File: src/rtl/isp_yuv422_packer_if.sv
// Pixel-in / packed-word-out bundle for the YUV422 packer.
// The slave modport is the packer; the master modport is the ISP/DMA side.
interface isp_yuv422_packer_if #(
  parameter int BITS = 8
);
  logic              in_href;
  logic              in_vsync;
  logic [BITS-1:0]   in_y;
  logic [BITS-1:0]   in_u;
  logic [BITS-1:0]   in_v;
  logic              out_valid;
  logic              out_ready;
  logic [4*BITS-1:0] out_data;
  logic              out_sof;
  logic              out_eol;

  modport master (
    output in_href, in_vsync, in_y, in_u, in_v, out_ready,
    input  out_valid, out_data, out_sof, out_eol
  );

  modport slave (
    input  in_href, in_vsync, in_y, in_u, in_v, out_ready,
    output out_valid, out_data, out_sof, out_eol
  );
endinterface

File: src/rtl/isp_yuv422_packer.sv
// YUV444 -> YUYV packer: 2:1 chroma averaging, SOF/EOL tagging, show-ahead output FIFO.
//   state | meaning
//   IDLE  | between lines, waiting for href
//   LINE  | pairing pixels of an active line
//   FLUSH | one cycle after href falls; pushes the last word with eol=1
module isp_yuv422_packer #(
  parameter int BITS       = 8,
  parameter int FIFO_DEPTH = 16,
  parameter int CNT_BITS   = 16
) (
  input  logic                            pclk,
  input  logic                            rst_n,
  isp_yuv422_packer_if.slave              vid,
  output logic [$clog2(FIFO_DEPTH):0]     fifo_level,
  output logic [CNT_BITS-1:0]             frame_cnt,
  output logic [CNT_BITS-1:0]             ovf_cnt
);
  localparam int AW = $clog2(FIFO_DEPTH);
  localparam int WW = 4 * BITS;

  typedef enum logic [1:0] {IDLE, LINE, FLUSH} state_t;

  state_t          state_q, state_d;
  logic            prev_href, prev_vsync;
  logic            phase_q, phase_d;
  logic            sof_pend;
  logic [BITS-1:0] y0_q, u0_q, v0_q;
  logic            latch;
  logic [WW-1:0]   stg_q, stg_d;
  logic            stg_vld_q, stg_vld_d;
  logic            push_req, push_eol, push_ok, pop;
  logic [WW-1:0]   push_word;
  logic [BITS:0]   u_sum, v_sum;
  logic [WW-1:0]   pair_word, pad_word;
  logic            vs_rise, hs_fall, pix_en;

  logic [WW+1:0]   mem [FIFO_DEPTH];
  logic [AW-1:0]   wr_ptr, rd_ptr;
  logic [WW+1:0]   head;

  assign vs_rise = vid.in_vsync & ~prev_vsync;
  assign hs_fall = ~vid.in_href & prev_href;
  assign pix_en  = vid.in_href && (state_q != FLUSH);

  // BITS+1 sum so the +1 rounding term cannot overflow
  assign u_sum     = {1'b0, u0_q} + {1'b0, vid.in_u} + {{BITS{1'b0}}, 1'b1};
  assign v_sum     = {1'b0, v0_q} + {1'b0, vid.in_v} + {{BITS{1'b0}}, 1'b1};
  assign pair_word = {v_sum[BITS:1], vid.in_y, u_sum[BITS:1], y0_q};
  assign pad_word  = {v0_q, y0_q, u0_q, y0_q};

  always_comb begin
    state_d   = state_q;
    phase_d   = phase_q;
    stg_d     = stg_q;
    stg_vld_d = stg_vld_q;
    push_req  = 1'b0;
    push_eol  = 1'b0;
    push_word = stg_q;
    latch     = 1'b0;
    if (vs_rise) begin
      state_d   = IDLE;
      phase_d   = 1'b0;
      stg_vld_d = 1'b0;
    end else begin
      case (state_q)
        IDLE: if (vid.in_href) state_d = LINE;
        LINE: begin
          if (hs_fall) begin
            state_d = FLUSH;
            phase_d = 1'b0;
            if (phase_q) begin
              push_req  = stg_vld_q;
              stg_d     = pad_word;
              stg_vld_d = 1'b1;
            end
          end
        end
        FLUSH: begin
          state_d   = IDLE;
          push_req  = stg_vld_q;
          push_eol  = 1'b1;
          stg_vld_d = 1'b0;
        end
        default: state_d = IDLE;
      endcase
      if (pix_en) begin
        if (!phase_q) begin
          latch   = 1'b1;
          phase_d = 1'b1;
        end else begin
          phase_d   = 1'b0;
          stg_d     = pair_word;
          stg_vld_d = 1'b1;
          push_req  = stg_vld_q;
        end
      end
    end
  end

  always_ff @(posedge pclk or negedge rst_n) begin
    if (!rst_n) begin
      state_q    <= IDLE;
      prev_href  <= 1'b0;
      prev_vsync <= 1'b0;
      phase_q    <= 1'b0;
      stg_q      <= '0;
      stg_vld_q  <= 1'b0;
      y0_q       <= '0;
      u0_q       <= '0;
      v0_q       <= '0;
    end else begin
      state_q    <= state_d;
      prev_href  <= vid.in_href;
      prev_vsync <= vid.in_vsync;
      phase_q    <= phase_d;
      stg_q      <= stg_d;
      stg_vld_q  <= stg_vld_d;
      if (latch) begin
        y0_q <= vid.in_y;
        u0_q <= vid.in_u;
        v0_q <= vid.in_v;
      end
    end
  end

  // A full FIFO still accepts a push when the head is popped in the same cycle
  assign pop     = vid.out_valid & vid.out_ready;
  assign push_ok = push_req && ((fifo_level < ($clog2(FIFO_DEPTH)+1)'(FIFO_DEPTH)) || pop);

  always_ff @(posedge pclk) begin
    if (push_ok) mem[wr_ptr] <= {sof_pend, push_eol, push_word};
  end

  always_ff @(posedge pclk or negedge rst_n) begin
    if (!rst_n) begin
      wr_ptr     <= '0;
      rd_ptr     <= '0;
      fifo_level <= '0;
      sof_pend   <= 1'b0;
      frame_cnt  <= '0;
      ovf_cnt    <= '0;
    end else begin
      if (push_ok) wr_ptr <= wr_ptr + AW'(1);
      if (pop)     rd_ptr <= rd_ptr + AW'(1);
      case ({push_ok, pop})
        2'b10:   fifo_level <= fifo_level + 1'b1;
        2'b01:   fifo_level <= fifo_level - 1'b1;
        default: fifo_level <= fifo_level;
      endcase
      if (vs_rise) begin
        sof_pend  <= 1'b1;
        frame_cnt <= frame_cnt + 1'b1;
      end else if (push_ok) begin
        sof_pend <= 1'b0;
      end
      if (push_req && !push_ok && (ovf_cnt != {CNT_BITS{1'b1}}))
        ovf_cnt <= ovf_cnt + 1'b1;
    end
  end

  assign head          = mem[rd_ptr];
  assign vid.out_valid = (fifo_level != '0);
  assign vid.out_data  = vid.out_valid ? head[WW-1:0] : '0;
  assign vid.out_eol   = vid.out_valid & head[WW];
  assign vid.out_sof   = vid.out_valid & head[WW+1];
endmodule
File: src/flat_wrapper.sv
// flat-port wrapper written by rule: the top's interface ports become plain ports
module isp_yuv422_packer_flat 
#(
  parameter int BITS       = 8,
  parameter int FIFO_DEPTH = 16,
  parameter int CNT_BITS   = 16
)
  (pclk, rst_n, fifo_level, frame_cnt, ovf_cnt, vid_in_href, vid_in_vsync, vid_in_y, vid_in_u, vid_in_v, vid_out_ready, vid_out_valid, vid_out_data, vid_out_sof, vid_out_eol);
  isp_yuv422_packer_if #(.BITS(BITS)) vid_i ();
  input  logic pclk;
  input  logic rst_n;
  output logic [$clog2(FIFO_DEPTH):0] fifo_level;
  output logic [CNT_BITS-1:0] frame_cnt;
  output logic [CNT_BITS-1:0] ovf_cnt;
  input wire logic [$bits(vid_i.in_href)-1:0] vid_in_href;
  input wire logic [$bits(vid_i.in_vsync)-1:0] vid_in_vsync;
  input wire logic [$bits(vid_i.in_y)-1:0] vid_in_y;
  input wire logic [$bits(vid_i.in_u)-1:0] vid_in_u;
  input wire logic [$bits(vid_i.in_v)-1:0] vid_in_v;
  input wire logic [$bits(vid_i.out_ready)-1:0] vid_out_ready;
  output wire logic [$bits(vid_i.out_valid)-1:0] vid_out_valid;
  output wire logic [$bits(vid_i.out_data)-1:0] vid_out_data;
  output wire logic [$bits(vid_i.out_sof)-1:0] vid_out_sof;
  output wire logic [$bits(vid_i.out_eol)-1:0] vid_out_eol;
  assign vid_i.in_href = vid_in_href;
  assign vid_i.in_vsync = vid_in_vsync;
  assign vid_i.in_y = vid_in_y;
  assign vid_i.in_u = vid_in_u;
  assign vid_i.in_v = vid_in_v;
  assign vid_i.out_ready = vid_out_ready;
  assign vid_out_valid = vid_i.out_valid;
  assign vid_out_data = vid_i.out_data;
  assign vid_out_sof = vid_i.out_sof;
  assign vid_out_eol = vid_i.out_eol;
  isp_yuv422_packer #(.BITS(BITS), .FIFO_DEPTH(FIFO_DEPTH), .CNT_BITS(CNT_BITS)) u_core (.pclk(pclk), .rst_n(rst_n), .vid(vid_i), .fifo_level(fifo_level), .frame_cnt(frame_cnt), .ovf_cnt(ovf_cnt));
endmodule
File: config.mk
export PLATFORM = sky130hd
export DESIGN_NAME = isp_yuv422_packer_flat
export DESIGN_NICKNAME = d
export VERILOG_FILES = /design/src/rtl/isp_yuv422_packer_if.sv /design/src/rtl/isp_yuv422_packer.sv /design/src/flat_wrapper.sv
export SDC_FILE = /design/constraint.sdc
export NUM_CORES = 1
export LEC_CHECK = 0
export ABC_AREA = 1
export ABC_CLOCK_PERIOD_IN_PS = 4350
export CAP_MARGIN = 10
export CORE_ASPECT_RATIO = 1.2
export CORE_MARGIN = 4
export CORE_UTILIZATION = 61
export CTS_BUF_LIST = sky130_fd_sc_hd__clkbuf_2
export DETAILED_ROUTE_END_ITERATION = 8
export PLACE_DENSITY = 0.8
export SETUP_SLACK_MARGIN = 0.3
export SLEW_MARGIN = 20
export SYNTH_ARGS = -nofsm -noshare
export SYNTH_HDL_FRONTEND = slang
export SYNTH_SLANG_ARGS = --single-unit
File: constraint.sdc
create_clock -name pclk -period 4.35 [get_ports pclk]
set_input_delay 0.435 -clock pclk [delete_from_list [all_inputs] [get_ports pclk]]
set_output_delay 0.435 -clock pclk [all_outputs]
set_load 0.03 [all_outputs]
==> impl_results.md <==
* Antenna-violating nets left at 0
* Non-filler cells in the finished layout at 3414
* Setup WS post-layout at 0.459 ns
* PD cells at 668 nW/um^2
* Wire length per cell at 20.3 um
* Number of global-route vias before repair at 19700
* Slowest stage cell on the critical path: dfrtp_4
* Synth Flop Type: edfxtp_1
* Vias per cell at 5.83
* Slew Limit Fails at 0
* Seq/Total Area, Yosys at 68.8%
* P_leak at 0.0123 uW
* Tightest Pin Transition at 0.965 ns
* Most frequent cell after synthesis: nand2_1
* Critical Path Sink Type: output pin
* Post-Route WL at 69.2 mm
* Synth-to-Final Area Change at 12.8%
* RSZ-0062 raised after global routing: yes
* Initial DRC Count at 2227
* Largest net degree at the start of global routing at 74
* Synthesis-stage register bit count at 652
* Rows at 85
* First-pass GRT wire length at 108 mm
* EDFF count, synth at 544
* Routability cong. at 0.867
* Crit path DAT at 3.46 ns
* Pre-CTS setup slack at 0.863 ns
* H-Tree Level Count at 4
* TritonCTS Buffers at 149
* Clk root buf: clkbuf_2
* Synth top area share at 59.1%
* Reg2Reg Setup Slack at 1.19 ns
* Peak VDD IR at 0.540 mV
* Via count at 19900
* Post-synth ARST share at 16.6%
* DRC Markers at 0
* CP max FO at 54
* Fmax achieved at 257 MHz
* Clk sinks at 652
* Clock buffer depth at 3
* Core area at 44900 sq um
* Post-route cell area at 31200 sq um
* Fraction of layout cells with a size suffix above 1 at 12.7%
* Kind of critical path: flop to output pin
* CP startpoint kind: flop
* Rel. slew slack at 35.7%
* Post-place instance area at 29400 sq um
* Synthesis Warnings at 0
* Cell taking the most area after synthesis: edfxtp_1
* Status: complete, no violations
* Overflow after GRT at 0
* Hold WS at 0.378 ns
* Starting Density at 61.6%
* Top post-synthesis cells by count: nand2_1, edfxtp_1, nand3_1, dfrtp_1, inv_1
* CP Data Required Time at 3.91 ns
* Cells after Synth at 2489
* Clock latency at the later pin of the worst-skew pair at 1.16 ns
* TritonRoute pass-1 iters at 6
* CP peak stage delay at 0.57 ns
* Synthesized Nets at 2548
* I/O Pins at 101
* Final worst path period need at 3.89 ns
* Final TNS setup at 0 ns
* Die area at 48800 sq um
* Die W at 202 um
* Cells after DPL at 3108
* Final setup skew at 0.0939 ns
* Fin nets at 2746
* TritonCTS clock tree: yes
* Yosys cell types at 39
* Endpoints failing hold at 0
* Area contributors post-synth: edfxtp_1, nand2_1, dfrtp_1
* Max Cap Violations at 0
* Die H at 241 um
* Global Route Usage Sum at 28.5%
* Avg Cell Area, Syn at 11.1 sq um
* Worst min path class: primary input to flop
* DP HPWL at 40.0 mm
* Mapped Area at 27700 sq um
* Worst-path clk slew at 0.11 ns
* Number of setup violations in the final report at 0
* Final period utilization at 89.4%
* Most frequent CP cell: nand3_1
* Crit-path cells: inv_8 -> buf_4 -> nand3_1 -> nand3_1 -> a21oi_1 -> o21a_1 -> dlygate4sd2_1
* Initial antenna violation count at 1
* Port Buffer Count at 100
[layout make-up]
class,count,area [sq um]
timing repair buffer,179,1890
clock inverter,45,211
tap,609,762
fill,3217,13700
antenna,2,5.00
clock buffer,222,1110
multi-input combinational,1604,7770
inverter,101,407
sequential,652,19000
[critical path, delay by kind of cell, from the launching register on]
family,cells,cell delay (ns)
flops,1,0.57
compound gates,2,0.33
simple gates,2,0.32
buf+inv,3,1.01
[report_power, final]
group	internal [uW]	total (uW)	switching (uW)
combinational	2640	8050	5410
clock	1420	3740	2320
sequential	7880	9070	1180
[cells in the final DEF (no fill, tap or decap), drive strengths merged, types with 2 or more instances in the layout]
| master | count |
|---|---|
| clkinv | 37 |
| mux2 | 18 |
| o21ai | 31 |
| inv | 107 |
| bufbuf | 2 |
| or2 | 2 |
| nor2 | 56 |
| nor3 | 9 |
| diode | 2 |
| o21a | 34 |
| dlygate4sd3 | 29 |
| clkbuf | 228 |
| dfrtp | 108 |
| clkdlybuf4s15 | 2 |
| xnor2 | 9 |
| nand3 | 464 |
| dlygate4sd2 | 25 |
| fa | 2 |
| nand4 | 8 |
| ha | 28 |
| buf | 49 |
| nand2 | 813 |
| edfxtp | 544 |
| a21oi | 79 |
| clkdlybuf4s50 | 65 |
| o211ai | 3 |
| xor2 | 29 |
| o22ai | 12 |
[worst paths after layout]
path / startpoint / endpoint / cells after the start
worst max-delay path: u_core.rd_ptr[1] / vid_out_data[7] / 7
worst min register to register: u_core.y0_q[5] / flop / 2
min in group asynchronous: rst_n / u_core.fifo_level[1] / 4
worst max register to register: u_core.state_q[0] / u_core.mem[10][16] / 12
worst min-delay path: vid_in_vsync / u_core.prev_vsync / 2
max in group asynchronous: rst_n / u_core.v0_q[6] / 4
[layer usage]
metal | track usage (%) | vias to the layer above | wire length [um] | part of all wire, %
li1 | - | 9105 | - | -
met1 | 36.7 | 9512 | 25500 | 37
met2 | 47.8 | 1121 | 34600 | 50
met4 | 11.1 | 0 | 1930 | 2.8
met5 | 0 | - | 0 | 0
met3 | 6.63 | 158 | 7180 | 10
[kinds of logic (layout without fill, tap and decap cells)]
logic type,count (synthesis),count (layout),synth area share (%)
muxes,18,18,0.733
DFF,652,652,68.8
and+or+nand+nor,1354,1354,20.9
xor gates and xnor gates,38,38,1.20
other,0,2,0
buffers and inverters,233,547,3.53
AOI/OAI and AO/OA,164,164,3.42
adders and majority gates,30,30,1.41
[per-stage QoR]
stage	power, uW	utilization, %
5_1_grt	22000	69.5
3_5_place_dp	17100	65.6
6_report	20900	69.5
3_3_place_gp	16800	65.5
2_1_floorplan	13900	-
4_1_cts	20900	69.6
[state kept, by name, indices dropped and copies added, names as in the netlist, named ones only]
register / cells
u_core.frame_cnt: 16
u_core.state_q: 2
u_core.fifo_level: 5
u_core.wr_ptr: 4
u_core.v0_q: 8
u_core.rd_ptr: 4
u_core.stg_vld_q: 1
u_core.ovf_cnt: 16
u_core.mem: 544
u_core.sof_pend: 1
u_core.phase_q: 1
u_core.prev_vsync: 1
u_core.u0_q: 8
u_core.push_word: 24
u_core.prev_href: 1
u_core.y0_q: 8
[timing repair]
item | CTS | global route
cloned | 2 | 0
hold buffers | 30 | 0
setup buffers | 5 | 0
setup endpoints to repair | 34 | 11
endpoints found under the hold margin | 104 | 0
resized for setup | 48 | 15
No activity file was read; power rests on OpenSTA's default activity.
